`src/rtl/door_lock_pkg.sv`:
```
// Shared types and helpers for the keypad door-lock controller.
package door_lock_pkg;

    typedef enum logic [2:0] {
        IDLE    = 3'd0,
        INPUT   = 3'd1,
        CHECK   = 3'd2,
        UNLOCK  = 3'd3,
        LOCKOUT = 3'd4
    } state_t;

    // Width of the shared phase timer: it is always loaded with (cycles - 1),
    // so the largest phase length minus one must fit.
    function automatic int timer_w(input int unlock_c, input int lockout_c, input int timeout_c);
        int m;
        m = unlock_c;
        if (lockout_c > m) m = lockout_c;
        if (timeout_c > m) m = timeout_c;
        return (m < 2) ? 1 : $clog2(m);
    endfunction

endpackage

```
`src/rtl/door_lock_timer.sv`:
```
// Loadable down-counter with a zero flag, shared by the entry-timeout,
// unlock-hold and lockout phases of the door-lock controller.
module door_lock_timer #(
    parameter int W = 5
) (
    input  logic         i_clk,
    input  logic         i_reset_n,
    input  logic         i_load,
    input  logic [W-1:0] i_load_val,
    output logic         o_zero
);

    logic [W-1:0] r_count;

    // Reload on phase entry, otherwise count down and rest at zero
    always_ff @(posedge i_clk or negedge i_reset_n) begin
        if (!i_reset_n) begin
            r_count <= '0;
        end else if (i_load) begin
            r_count <= i_load_val;
        end else if (r_count != '0) begin
            r_count <= r_count - W'(1);
        end
    end

    assign o_zero = (r_count == '0);

endmodule

```
`src/rtl/door_lock_ctrl.sv`:
```
// Keypad door-lock controller: collects a PASS_LEN-digit code over a
// valid/ready interface, compares it with the password, then holds the strike
// open for a timed window or counts the failure (timed lockout after
// MAX_TRIES consecutive failures). Stalled entries are discarded on timeout.
// Optional feature macro: LOCK_PROG_EN adds prog_valid/prog_pass so the
// password can be reprogrammed while unlocked.
module door_lock_ctrl
    import door_lock_pkg::*;
#(
    parameter int                          DIGIT_W        = 4,
    parameter int                          PASS_LEN       = 4,
    parameter logic [DIGIT_W*PASS_LEN-1:0] PASSWORD       = 16'h1234,
    parameter int                          MAX_TRIES      = 3,
    parameter int                          UNLOCK_CYCLES  = 8,
    parameter int                          LOCKOUT_CYCLES = 32,
    parameter int                          TIMEOUT_CYCLES = 16
) (
    input  logic                               clk,
    input  logic                               reset_n,
    input  logic                               digit_valid,
    input  logic [DIGIT_W-1:0]                 digit,
    output logic                               digit_ready,
    input  logic                               clear,
    output logic                               unlock,
    output logic                               error,
    output logic                               locked_out,
    output logic [$clog2(MAX_TRIES+1)-1:0]     fail_count
`ifdef LOCK_PROG_EN
    ,
    input  logic                               prog_valid,
    input  logic [DIGIT_W*PASS_LEN-1:0]        prog_pass
`endif
);

    localparam int PW = DIGIT_W * PASS_LEN;
    localparam int CW = $clog2(PASS_LEN + 1);
    localparam int FW = $clog2(MAX_TRIES + 1);
    localparam int TW = timer_w(UNLOCK_CYCLES, LOCKOUT_CYCLES, TIMEOUT_CYCLES);

    // Saturating increment of the consecutive-failure count
    function automatic logic [FW-1:0] sat_inc(input logic [FW-1:0] v);
        if (v >= FW'(MAX_TRIES)) begin
            return v;
        end
        return v + FW'(1);
    endfunction

    state_t        r_state;
    state_t        w_state_nxt;
    logic [PW-1:0] r_buf;
    logic [PW-1:0] w_buf_nxt;
    logic [PW-1:0] w_buf_shift;
    logic [CW-1:0] r_cnt;
    logic [CW-1:0] w_cnt_nxt;
    logic [FW-1:0] r_fail;
    logic [FW-1:0] w_fail_nxt;
    logic [FW-1:0] w_fail_inc;
    logic          r_error;
    logic          w_error_nxt;
    logic          w_ready;
    logic          w_accept;
    logic          w_tmr_load;
    logic [TW-1:0] w_tmr_val;
    logic          w_tmr_zero;
    logic [PW-1:0] w_pass;

    // Digits are only taken while collecting a code; clear always blocks them
    assign w_ready    = ((r_state == IDLE) || (r_state == INPUT)) && !clear;
    assign w_accept   = w_ready && digit_valid;
    assign w_fail_inc = sat_inc(r_fail);

    // The first digit entered ends up in the most significant digit slot
    generate
        if (PASS_LEN > 1) begin : g_shift
            assign w_buf_shift = {r_buf[PW-DIGIT_W-1:0], digit};
        end else begin : g_single
            assign w_buf_shift = digit;
        end
    endgenerate

`ifdef LOCK_PROG_EN
    logic [PW-1:0] r_pass;

    // New password is taken only while the door is unlocked
    always_ff @(posedge clk or negedge reset_n) begin
        if (!reset_n) begin
            r_pass <= PASSWORD;
        end else if ((r_state == UNLOCK) && prog_valid) begin
            r_pass <= prog_pass;
        end
    end

    assign w_pass = r_pass;
`else
    assign w_pass = PASSWORD;
`endif

    door_lock_timer #(
        .W(TW)
    ) u_timer (
        .i_clk      (clk),
        .i_reset_n  (reset_n),
        .i_load     (w_tmr_load),
        .i_load_val (w_tmr_val),
        .o_zero     (w_tmr_zero)
    );

    // State, entry buffer, digit count, failure count and error pulse registers
    always_ff @(posedge clk or negedge reset_n) begin
        if (!reset_n) begin
            r_state <= IDLE;
            r_buf   <= '0;
            r_cnt   <= '0;
            r_fail  <= '0;
            r_error <= 1'b0;
        end else begin
            r_state <= w_state_nxt;
            r_buf   <= w_buf_nxt;
            r_cnt   <= w_cnt_nxt;
            r_fail  <= w_fail_nxt;
            r_error <= w_error_nxt;
        end
    end

    // Next-state, datapath updates and timer loads on each phase entry
    always_comb begin
        w_state_nxt = r_state;
        w_buf_nxt   = r_buf;
        w_cnt_nxt   = r_cnt;
        w_fail_nxt  = r_fail;
        w_error_nxt = 1'b0;
        w_tmr_load  = 1'b0;
        w_tmr_val   = '0;

        case (r_state)
            IDLE: begin
                if (w_accept) begin
                    w_buf_nxt = w_buf_shift;
                    w_cnt_nxt = CW'(1);
                    if (PASS_LEN == 1) begin
                        w_state_nxt = CHECK;
                    end else begin
                        w_state_nxt = INPUT;
                        w_tmr_load  = 1'b1;
                        w_tmr_val   = TW'(TIMEOUT_CYCLES - 1);
                    end
                end
            end

            INPUT: begin
                if (clear) begin
                    w_state_nxt = IDLE;
                    w_buf_nxt   = '0;
                    w_cnt_nxt   = '0;
                end else if (w_accept) begin
                    w_buf_nxt = w_buf_shift;
                    w_cnt_nxt = r_cnt + CW'(1);
                    if (r_cnt == CW'(PASS_LEN - 1)) begin
                        w_state_nxt = CHECK;
                    end else begin
                        w_tmr_load = 1'b1;
                        w_tmr_val  = TW'(TIMEOUT_CYCLES - 1);
                    end
                end else if (w_tmr_zero) begin
                    // Stalled entry: drop it silently, failures untouched
                    w_state_nxt = IDLE;
                    w_buf_nxt   = '0;
                    w_cnt_nxt   = '0;
                end
            end

            CHECK: begin
                w_buf_nxt = '0;
                w_cnt_nxt = '0;
                if (r_buf == w_pass) begin
                    w_state_nxt = UNLOCK;
                    w_fail_nxt  = '0;
                    w_tmr_load  = 1'b1;
                    w_tmr_val   = TW'(UNLOCK_CYCLES - 1);
                end else begin
                    w_error_nxt = 1'b1;
                    w_fail_nxt  = w_fail_inc;
                    if (w_fail_inc == FW'(MAX_TRIES)) begin
                        w_state_nxt = LOCKOUT;
                        w_tmr_load  = 1'b1;
                        w_tmr_val   = TW'(LOCKOUT_CYCLES - 1);
                    end else begin
                        w_state_nxt = IDLE;
                    end
                end
            end

            UNLOCK: begin
                if (clear || w_tmr_zero) begin
                    w_state_nxt = IDLE;
                end
            end

            LOCKOUT: begin
                // clear is deliberately ignored so a lockout cannot be cut short
                if (w_tmr_zero) begin
                    w_state_nxt = IDLE;
                    w_fail_nxt  = '0;
                end
            end

            default: begin
                w_state_nxt = IDLE;
                w_buf_nxt   = '0;
                w_cnt_nxt   = '0;
            end
        endcase
    end

    assign digit_ready = w_ready;
    assign unlock      = (r_state == UNLOCK);
    assign locked_out  = (r_state == LOCKOUT);
    assign error       = r_error;
    assign fail_count  = r_fail;

endmodule
```
`config.mk`:
```
export PLATFORM = sky130hd
export DESIGN_NAME = door_lock_ctrl
export DESIGN_NICKNAME = d
export VERILOG_FILES = /design/src/rtl/door_lock_pkg.sv /design/src/rtl/door_lock_timer.sv /design/src/rtl/door_lock_ctrl.sv
export SDC_FILE = /design/constraint.sdc
export NUM_CORES = 1
export LEC_CHECK = 0
export CAP_MARGIN = 10
export CORE_MARGIN = 3
export CORE_UTILIZATION = 50
export CTS_BUF_LIST = sky130_fd_sc_hd__clkbuf_8
export DETAILED_ROUTE_END_ITERATION = 12
export HOLD_SLACK_MARGIN = 0.15
export PLACE_DENSITY = 0.75
export REMOVE_ABC_BUFFERS = 1
export SETUP_SLACK_MARGIN = 0.02
export SYNTH_ARGS = -nofsm -noshare
export SYNTH_HDL_FRONTEND = slang
export SYNTH_HIERARCHICAL = 1
export SYNTH_SLANG_ARGS = --single-unit
```
`constraint.sdc`:
```
create_clock -name clk -period 4 [get_ports clk]
set_input_delay 0.4 -clock clk [delete_from_list [all_inputs] [get_ports clk]]
set_output_delay 0.4 -clock clk [all_outputs]
set_load 0.01 [all_outputs]
```
==> out/qor.yml <==
outcome:
  status: "finished, final reports clean"
sta:
  fin_crit_ps: 2650
  tns_ps: 0
  finalCritPeriodShare_pct: 66.2
  rsz0062_at_grt: "no"
  setup_violations: 0
  worst_slew_pin_slew_ps: 962
  clock.fmax_ghz: 0.378
  skew_ps: 2.98
  slew_violations: 0
  slew-limit-headroom_pct: 35.2
  hold_violations: 0
detailed_routing:
  postRouteAntennaNets: 0
  drcViolationCount: 0
  routedWlPerCell_um: 14.8
  drtPass1Iterations: 4
  via_per_inst: 5.89
  vias: 1248
  wl_um: 3150
  drt_iter0_drc: 60
logic_synthesis:
  synth_edf_count: 0
  yosysTopAreaCell: "dfrtp_1"
  yosysWarnings: 6
  synth_flop_cell: "dfrtp_1"
  yosys.area_share.simple_pct: 22.9
  syn_inst: 157
  synth.area.top_cells: "dfrtp_1 (46%), nor4b_1 (11%), a21o_1 (8.3%)"
  synth_compound_area_share_pct: 20.4
  synth.distinct_cells: 40
  syn_avg_cell_area_um2: 10.4
  synth_area_um2: 1640
  synth-seq-cells: 30
  synth.mux.area_fraction_pct: 0.688
  synth_top_area_share_pct: 45.9
  ys_async_sr_fraction_pct: 100
  yosysSeqAreaShare_pct: 45.9
  synth_top_family_by_area: "simple AND/OR/NAND/NOR gates"
  synth_fa_ha_area_share_pct: 2.29
  synthXorXnorAreaFrac_pct: 1.61
run:
  maxCapViolations: 0
worst_setup_path:
  cp-end-kind: "flip-flop"
  cp_data_required_time_ps: 4120
  cp_max_fo: 26
  cp-start-kind: "flip-flop"
  worstSetupPathType: "flip-flop to flip-flop"
  worstPathArrival_ps: 2770
  reg2reg_depth: 4
min_path:
  hp-class: "flip-flop to flip-flop"
  min_path_cells: 1
die:
  die_h_um: 63.2
  die_area_um2: 4000
  start_util_pct: 53.2
  dieWidth_um: 63.2
  num_rows: 20
  coreArea_um2: 3080
  io-pin-count: 14
clock_tree:
  cts_tree: "done"
  cts_max_level: 2
  ctsResizeCount: 0
  ctsHoldBuffers: 0
  cts_setup_buffers: 0
  cts_buffers: 5
  cts.sinks: 30
  clk_latency_ps: 280
  cts_root_buf: "clkbuf_8"
  cts.clk_slew.worst_paths_ps: 60
  clockBufferDepth: 2
cells_and_area:
  final_common_cell: "dfrtp_1"
  final_cell_mix: "dfrtp_1 (30), nor4b_1 (20), a21o_1 (18), clkdlybuf4s50_1 (13)"
  drive_above_1_share_pct: 10.1
  multi_input_area_um2: 783
  layout.area.seq_um2: 751
  layoutNonFillerInstCount: 212
  final_util_pct: 61.0
  antenna_cells: 0
  finalNetCount: 178
  fillers: 255
  syn2layout_area_growth_pct: 14.8
grt:
  grt_pass1_wl_um: 5790
  grt_use_total_pct: 18.7
  antenna_found_initial: 0
  overflow: 0
  grt_pass1_vias: 1248
  grt_max_degree: 33
power:
  p_per_area_nw_per_um2: 526
  ir_worst_vdd_v: 0.000250
  power_w: 0.000988
  p_leak_nw: 0.927
place:
  dp_hpwl_um: 2110
  place.gp.congestion: 0.807
  dp_cells: 204
  port_buffers: 13
[final timing paths]
| kind | start | to | slack, ps |
|---|---|---|---|
| min in group asynchronous | reset_n | r_buf[7]$_DFFE_PN0P_ | 500 |
| max | r_state[1]$_DFFE_PN0P_ | u_timer/r_count[4]$_DFFE_PN0P_ | 1350 |
| max in group asynchronous | reset_n | r_buf[5]$_DFFE_PN0P_ | 3230 |
| max reg2reg | r_state[1]$_DFFE_PN0P_ | u_timer/r_count[4]$_DFFE_PN0P_ | 1350 |
| min | r_buf[12]$_DFFE_PN0P_ | r_buf[12]$_DFFE_PN0P_ | 480 |
| min reg2reg | r_buf[12]$_DFFE_PN0P_ | r_buf[12]$_DFFE_PN0P_ | 480 |
[sequential cells by signal (all words and copies together) (netlist names)]
| signal | cells |
|---|---|
| error | 1 |
| fail_count | 2 |
| r_buf | 16 |
| r_cnt | 3 |
| r_state | 3 |
| u_timer/r_count | 5 |
[worst max-delay path: stages (launching register included)]
cell and delay [ps]:
dfrtp_1 880, inv_2 170, or3_1 440, o21ai_0 780, o21ai_0 210
[logic make-up (layout without fill, tap and decap cells)]
logic type,count (synthesis),in the layout
DFF,30,30
and+or+nand+nor,51,51
xor gates and xnor gates,3,3
buffers and inverters,22,33
adders and majority gates,3,3
muxes,1,1
AOI/OAI and AO/OA,47,47
[per-layer routing]
| metal | GRT usage, % | vias to the layer above | part of all wire [%] |
|---|---|---|---|
| met5 | 0 | - | 0 |
| met1 | 23.9 | 607 | 48 |
| li1 | - | 602 | - |
| met3 | 6.60 | 6 | 5.5 |
| met2 | 27.4 | 33 | 44 |
| met4 | 11.1 | 0 | 2.1 |
[Yosys cell counts (all sizes together) (3+ instances only)]
cell   count
a21oi      6
nor3       4
o31ai      3
xnor2      3
nand2     10
buf        9
o21ai     11
nor4b     21
inv       11
ha         3
a21o      18
nor2       3
dfrtp     30
[metrics by stage]
stage	setup WS [ps]	cell area [um^2]	hold WS, ps
after CTS	1390	1880	489
after floorplan	1780	1580	104
after detailed placement	1380	1770	470
after global placement	1530	1770	460
final	1350	1880	482
after global routing	1090	1880	512
[layout make-up]
class,instances,share of cell area (%)
flip-flops and latches,30,40.0
well taps,44,2.93
clock buffers,8,5.86
multi-input cells,105,41.7
repair buffers,14,7.33
inverters,11,2.20
[power breakdown]
group | internal, W | switching, W | total (W)
clock | 0.000173 | 0.000112 | 0.000285
sequential | 0.000367 | 0.0000616 | 0.000429
combinational | 0.000146 | 0.000128 | 0.000274
total | 0.000687 | 0.000302 | 0.000988
Power figures use the tool's default switching activity.
